File: src/rtl/prod_acc_tree.sv
// prod_acc_tree: 16-lane product adder tree feeding a first/last accumulator.
// Define PROD_ACC_SAT_EN to clamp the accumulator on signed overflow.
module prod_acc_tree #(
  parameter int PW    = 26,
  parameter int ACC_W = 40
) (
  input  logic                    i_clk,
  input  logic                    i_rst,
  input  logic                    i_valid,
  input  logic                    i_first,
  input  logic                    i_last,
  input  logic                    i_stall,
  input  logic [16*PW-1:0]        i_prod,
  output logic                    o_valid,
  output logic signed [ACC_W-1:0] o_acc,
  output logic                    o_ovf
);

  localparam int MSB = ACC_W - 1;

  typedef struct packed {
    logic v;
    logic f;
    logic l;
  } tag_t;

  tag_t tag1, tag2, tag3, tag4;

  logic [7:0][PW:0]   s1, n1;
  logic [3:0][PW+1:0] s2, n2;
  logic [1:0][PW+2:0] s3, n3;
  logic [PW+3:0]      s4, n4;

  always_comb begin
    for (int k = 0; k < 8; k++) begin
      n1[k] = {i_prod[(2*k+1)*PW-1], i_prod[2*k*PW +: PW]}
            + {i_prod[(2*k+2)*PW-1], i_prod[(2*k+1)*PW +: PW]};
    end
    for (int k = 0; k < 4; k++) begin
      n2[k] = {s1[2*k][PW], s1[2*k]}
            + {s1[2*k+1][PW], s1[2*k+1]};
    end
    for (int k = 0; k < 2; k++) begin
      n3[k] = {s2[2*k][PW+1], s2[2*k]}
            + {s2[2*k+1][PW+1], s2[2*k+1]};
    end
    n4 = {s3[0][PW+2], s3[0]} + {s3[1][PW+2], s3[1]};
  end

  // Data registers only load behind a valid tag to avoid toggling on bubbles.
  always_ff @(posedge i_clk or posedge i_rst) begin
    if (i_rst) begin
      tag1 <= '0;
      tag2 <= '0;
      tag3 <= '0;
      tag4 <= '0;
      s1   <= '0;
      s2   <= '0;
      s3   <= '0;
      s4   <= '0;
    end else if (!i_stall) begin
      tag1 <= '{v: i_valid,
                f: i_valid & i_first,
                l: i_valid & i_last};
      tag2 <= tag1;
      tag3 <= tag2;
      tag4 <= tag3;
      if (i_valid) s1 <= n1;
      if (tag1.v)  s2 <= n2;
      if (tag2.v)  s3 <= n3;
      if (tag3.v)  s4 <= n4;
    end
  end

  logic [ACC_W-1:0] tot_ext;
  logic [ACC_W-1:0] sum;
  logic [ACC_W-1:0] acc_nxt;
  logic             ovf_hit;

  always_comb begin
    tot_ext = ACC_W'($signed(s4));
    sum     = o_acc + tot_ext;
    ovf_hit = (o_acc[MSB] == tot_ext[MSB])
            && (sum[MSB] != o_acc[MSB]);
`ifdef PROD_ACC_SAT_EN
    if (ovf_hit)
      acc_nxt = o_acc[MSB] ? {1'b1, {(ACC_W-1){1'b0}}}
                           : {1'b0, {(ACC_W-1){1'b1}}};
    else
      acc_nxt = sum;
`else
    acc_nxt = sum;
`endif
  end

  always_ff @(posedge i_clk or posedge i_rst) begin
    if (i_rst) begin
      o_valid <= 1'b0;
      o_acc   <= '0;
      o_ovf   <= 1'b0;
    end else if (!i_stall) begin
      o_valid <= tag4.v & tag4.l;
      if (tag4.v) begin
        if (tag4.f) begin
          o_acc <= tot_ext;
          o_ovf <= 1'b0;
        end else begin
          o_acc <= acc_nxt;
          o_ovf <= o_ovf | ovf_hit;
        end
      end
    end
  end

endmodule

File: config.mk
export PLATFORM = sky130hd
export DESIGN_NAME = prod_acc_tree
export DESIGN_NICKNAME = d
export VERILOG_FILES = /design/src/rtl/prod_acc_tree.sv
export SDC_FILE = /design/constraint.sdc
export NUM_CORES = 2
export LEC_CHECK = 0
export ABC_CLOCK_PERIOD_IN_PS = 25100
export CAP_MARGIN = 25
export CORE_AREA = 2 2 249 251
export CTS_CLUSTER_DIAMETER = 60
export CTS_CLUSTER_SIZE = 16
export DETAILED_ROUTE_END_ITERATION = 12
export DIE_AREA = 0 0 251 253
export PLACE_DENSITY = 0.87
export REMOVE_ABC_BUFFERS = 1
export SYNTH_ARGS = -nofsm -noshare
export SYNTH_HDL_FRONTEND = slang
export SYNTH_SLANG_ARGS = --single-unit
File: constraint.sdc
create_clock -name i_clk -period 25.1 [get_ports i_clk]
set_input_delay 2.51 -clock i_clk [delete_from_list [all_inputs] [get_ports i_clk]]
set_output_delay 2.51 -clock i_clk [all_outputs]
set_load 0.01 [all_outputs]
**After elaboration in Yosys (flattened, before gate mapping)**

Cells that the tools add are included.

- Flip-flop bits (word level): 470
- Output and inout bits: 42

- Add/sub/neg operators: 16
- Equal/unequal tests: 2
- Reductions and logical operators: 6
- Muxes and demuxes: 2
- Bitwise operators: 5

Operators by type and width:

| kind | count |
|---|---|
| adder 26 x 26 -> 27 bit | 8 |
| adder 27 x 27 -> 28 bit | 4 |
| adder 28 x 28 -> 29 bit | 2 |
| adder 40 bit | 1 |
| 2-to-1 mux 40 bit | 1 |
| adder 29 x 29 -> 30 bit | 1 |
| AND reduction 2 bit | 5 |
| AND 1 bit | 3 |
| equality test 1 bit | 1 |
| logical AND 1 bit | 1 |
| 2-to-1 mux 1 bit | 1 |
| != test 1 bit | 1 |
| inverter 1 bit | 1 |
| bitwise OR 1 bit | 1 |

**Logic depth before layout (Yosys ltp)**

- Word-level depth: 5
- Gate-level depth with buffers: 13
- Depth with buffers taken out: 13

**Worst setup path after synthesis**

Ideal clock, no wire load.

- Path kind: input to register
- From: input i_prod[313]
- To: register s1[187] (netlist bit)
- Stages: 11
- Buffers on the path: 0
- Slack: 19.793 ns
- Setup time: 0.130 ns
- Arrival: 5.177 ns
- Cell sequence: ha_1 a211oi_2 o211ai_2 a221oi_4 a211oi_1 o41a_1 o31a_1 or4_1 a31oi_1 xor2_1 o21ai_1

- Longest elaborated chain between the ends: 1

Ends and longest elaborated chain:

| item | line | text |
|---|---|---|
| start, declared | 13 | `input logic [16*PW-1:0] i_prod,` |
| adder 26 x 26 -> 27 bit | 37 | `+ {i_prod[(2*k+2)*PW-1], i_prod[(2*k+1)*PW +: PW]};` |
| end signal, assigned | 68 | `if (i_valid) s1 <= n1;` |
| end, declared | 29 | `logic [7:0][PW:0] s1, n1;` |

Every way passes these cells.
A chain may end at the register's enable or synchronous reset.

**Final worst setup path**

- From: input i_prod[0]
- To: register s1[22] (netlist bit)

The elaborated chain is that of the path after synthesis.

==> impl_results.md <==
* Worst Hold Path Cells at 2
* ANT nets after route at 0
* Die height at 253 um
* Via-to-Cell Ratio at 6.03
* Max stage delay cell, worst path: a2111oi_0
* Ranking of synthesized cells by area: dfrtp_1 (32%), ha_1 (15%), nand2_1 (6.3%), o21ai_0 (5.3%), a21oi_1 (4.1%)
* Clock sink count at 470
* Initial antenna violation count at 0
* FF-to-FF End: s2[82]$_DFFE_PP0P_
* WP data arrival at 6300 ps
* P_leak at 20.6 nW
* Final Hold Viols at 0
* Placement Cell Area at 42,500 um2
* Cell mode on critical path: nor3_1
* EDFF count, synth at 0
* Clk pin slew, worst setup/hold paths at 70 ps
* Yosys warning count at 0
* Final cycle utilization of the critical path at 23.3%
* Setup Total Neg Slack at 0 ps
* Main synth FF type: dfrtp_1
* Synthesized area per cell at 8.48 um2
* Max Freq at 171 MHz
* Maximum VDD drop at 0.0481 mV
* R2r setup slk at 21,500 ps
* Maxcap violations at 0
* Worst-path maximum fanout at 5
* CP Data Required Time at 25,560 ps
* Synth top cells by count: nand2_1 (626), dfrtp_1 (470), ha_1 (440), o21ai_0 (398), a21oi_1 (303)
* Wirelength, routed at 96,400 um
* Yosys top cell by area: dfrtp_1
* Gr ovfl total at 0
* Number of I/O pins at 464
* Seq/Total Area, Yosys at 31.6%
* Fillcell total at 4,724
* Die area at 63,500 um2
* Cell Pwr Density at 95.9 nW/um2
* Pre-antenna DRT Iters at 5
* Post-synth ARST share at 100%
* Crit path buf inv count at 2
* Ant diodes at 0
* Gpl congestion at 0.951
* Port bufs at 463
* Htree depth at 2
* Fin Hold WS at 482 ps
* RSZ-0062 raised after global routing: false
* Layout area overhead at 17.8%
* Slew Viols, Final at 0
* CTS Root Cell: clkbuf_16
* Hold endpoint: s1[200]$_DFFE_PP0P_
* Core Box Area at 61,000 um2
* Seq cells post-synth at 470
* Actual slew at the worst max-slew pin at 976 ps
* DP Wirelength at 75,100 um
* Drt initial violations at 2,676
* Clk_skew at 11.5 ps
* Largest net degree at the start of global routing at 242
* Status: finished clean
* Gates resized, CTS repair at 0
* CP endpoint kind: flip-flop
* Most frequent cell after synthesis: nand2_1
* Initial core utilization at 61.0%
* Mapped Area at 37,300 um2
* Worst rel slew slack at 33.3%
* Worst r2r path cells at 13
* Critical R2R Launch: s1[108]$_DFFE_PP0P_
* Num CTS Buffers at 40
* Critical path class: primary input to flip-flop
* Startpoint Class: primary input
* Setup repair bufs after CTS at 0
* Critical path, cell by cell: clkdlybuf4s50_1 -> ha_1 -> inv_1 -> fa_1 -> nor2b_1 -> o21a_1 -> o21ai_1 -> a2111oi_0 -> nor3_1 -> nor3_1 -> a31oi_1 -> o22ai_1 -> nor2_1 -> a22o_1
* WL/cell at 17.2 um
* Count of final setup violators at 0
* Synth Instances at 4,391
* Vias in the first global route at 31.9k
* Cell row count at 91
* Layout cells sized above 1 at 2.65%
* Final worst path period need at 5840 ps
* Hold Crit Class: flip-flop to flip-flop
* CTS tree: yes
* CP top delay family: compound AO/OA/AOI/OAI gates
* Yosys cell types at 78
* First-pass GRT wire length at 157,000 um
* Clk Latency, worst-skew pair at 570 ps
* All-layer global routing usage at 29.7%
* Fin nets at 5,655
* Max incr delay on CP at 800 ps
* Post-synth top area share at 31.6%
* Clock Tree Buf Depth at 3
* Die W at 251 um
* Post-route cell area at 43,900 um2
* Origin of the worst min-delay path: s1[200]$_DFFE_PP0P_
* DRC at 0
* CTS Hold Bufs at 0
* Via count at 33.7k
how the worst max path moves through the flow:
stage,start,end,slack [ps],cells after the start
global route,i_prod[0],s1[26]$_DFFE_PP0P_,18950,14
detailed placement,i_rst,s1[130]$_DFFE_PP0P_,18550,5
CTS,i_rst,s1[130]$_DFFE_PP0P_,19170,5
global placement,i_rst,s1[130]$_DFFE_PP0P_,18620,5
floorplan,i_rst,o_acc[0]$_DFFE_PP0P_,9480,1
finish,i_prod[0],s1[22]$_DFFE_PP0P_,19260,14
sequential cells by signal (all words and copies together) (netlist names), 30 cells and up:
| register | flops |
|---|---|
| s3 | 58 |
| s4 | 30 |
| s1 | 216 |
| o_acc | 40 |
| s2 | 112 |
logic make-up after synthesis:
family / synth area share [%]
simple gates: 15.7
flops: 31.6
mux: 0.547
compound gates: 25.9
xor+xnor: 7.71
buf+inv: 2.89
fa+ha+maj: 15.6
area by class of cell:
cell class	instances	area [um2]	share of cell area, %
multi-input cells	3634	24400	55.7
inverters	149	567	1.29
clock buffers	46	1060	2.43
flip-flops and latches	470	11800	26.8
repair buffers	482	4830	11.0
clock inverters	17	215	0.490
well taps	790	988	2.25
cell usage in the layout, fill, tap and decap left out, types with 66 or more instances in the layout:
cell and count:
ha_1 440, clkdlybuf4s50_1 463, dfrtp_1 469, a21o_1 190, inv_1 148, a21oi_1 303, nand3_1 78, nand2_1 626
nor2_1 225, o21ai_1 156, o21a_1 83, o21ai_0 398, xor2_1 168, xnor2_1 160, nor3_1 66
power by group:
part | internal [W] | switching, W | leakage, nW | total, W
clock | 0.000347 | 0.000295 | 0.620 | 0.000642
combinational | 0.00103 | 0.00130 | 14.1 | 0.00233
sequential | 0.00101 | 0.000225 | 5.83 | 0.00124
per-stage QoR:
step | cells | util (%) | power (W) | setup slack (ps)
after floorplan | 4253 | - | 0.00289 | 9480
after global placement | 5523 | 69.7 | 0.00346 | 18620
after detailed placement | 5523 | 69.7 | 0.00353 | 18550
after CTS | 5586 | 71.8 | 0.00419 | 19170
after global routing | 5588 | 71.9 | 0.00456 | 18950
final | 5588 | 71.9 | 0.00421 | 19260
tightest hold or removal path, cell delays in order, from the launching register on:
cell,delay [ps]
dfrtp_1,350
nand2_1,50
o21ai_0,60
routing by layer:
| layer | wire length [um] | up-vias | GRT usage [%] |
|---|---|---|---|
| li1 | - | 16700 | - |
| met5 | 0 | - | 0 |
| met3 | 4690 | 146 | 3.13 |
| met1 | 43400 | 16000 | 40.4 |
| met4 | 2050 | 0 | 7.16 |
| met2 | 46300 | 900 | 50.9 |
No activity file was read; power rests on OpenSTA's default activity.
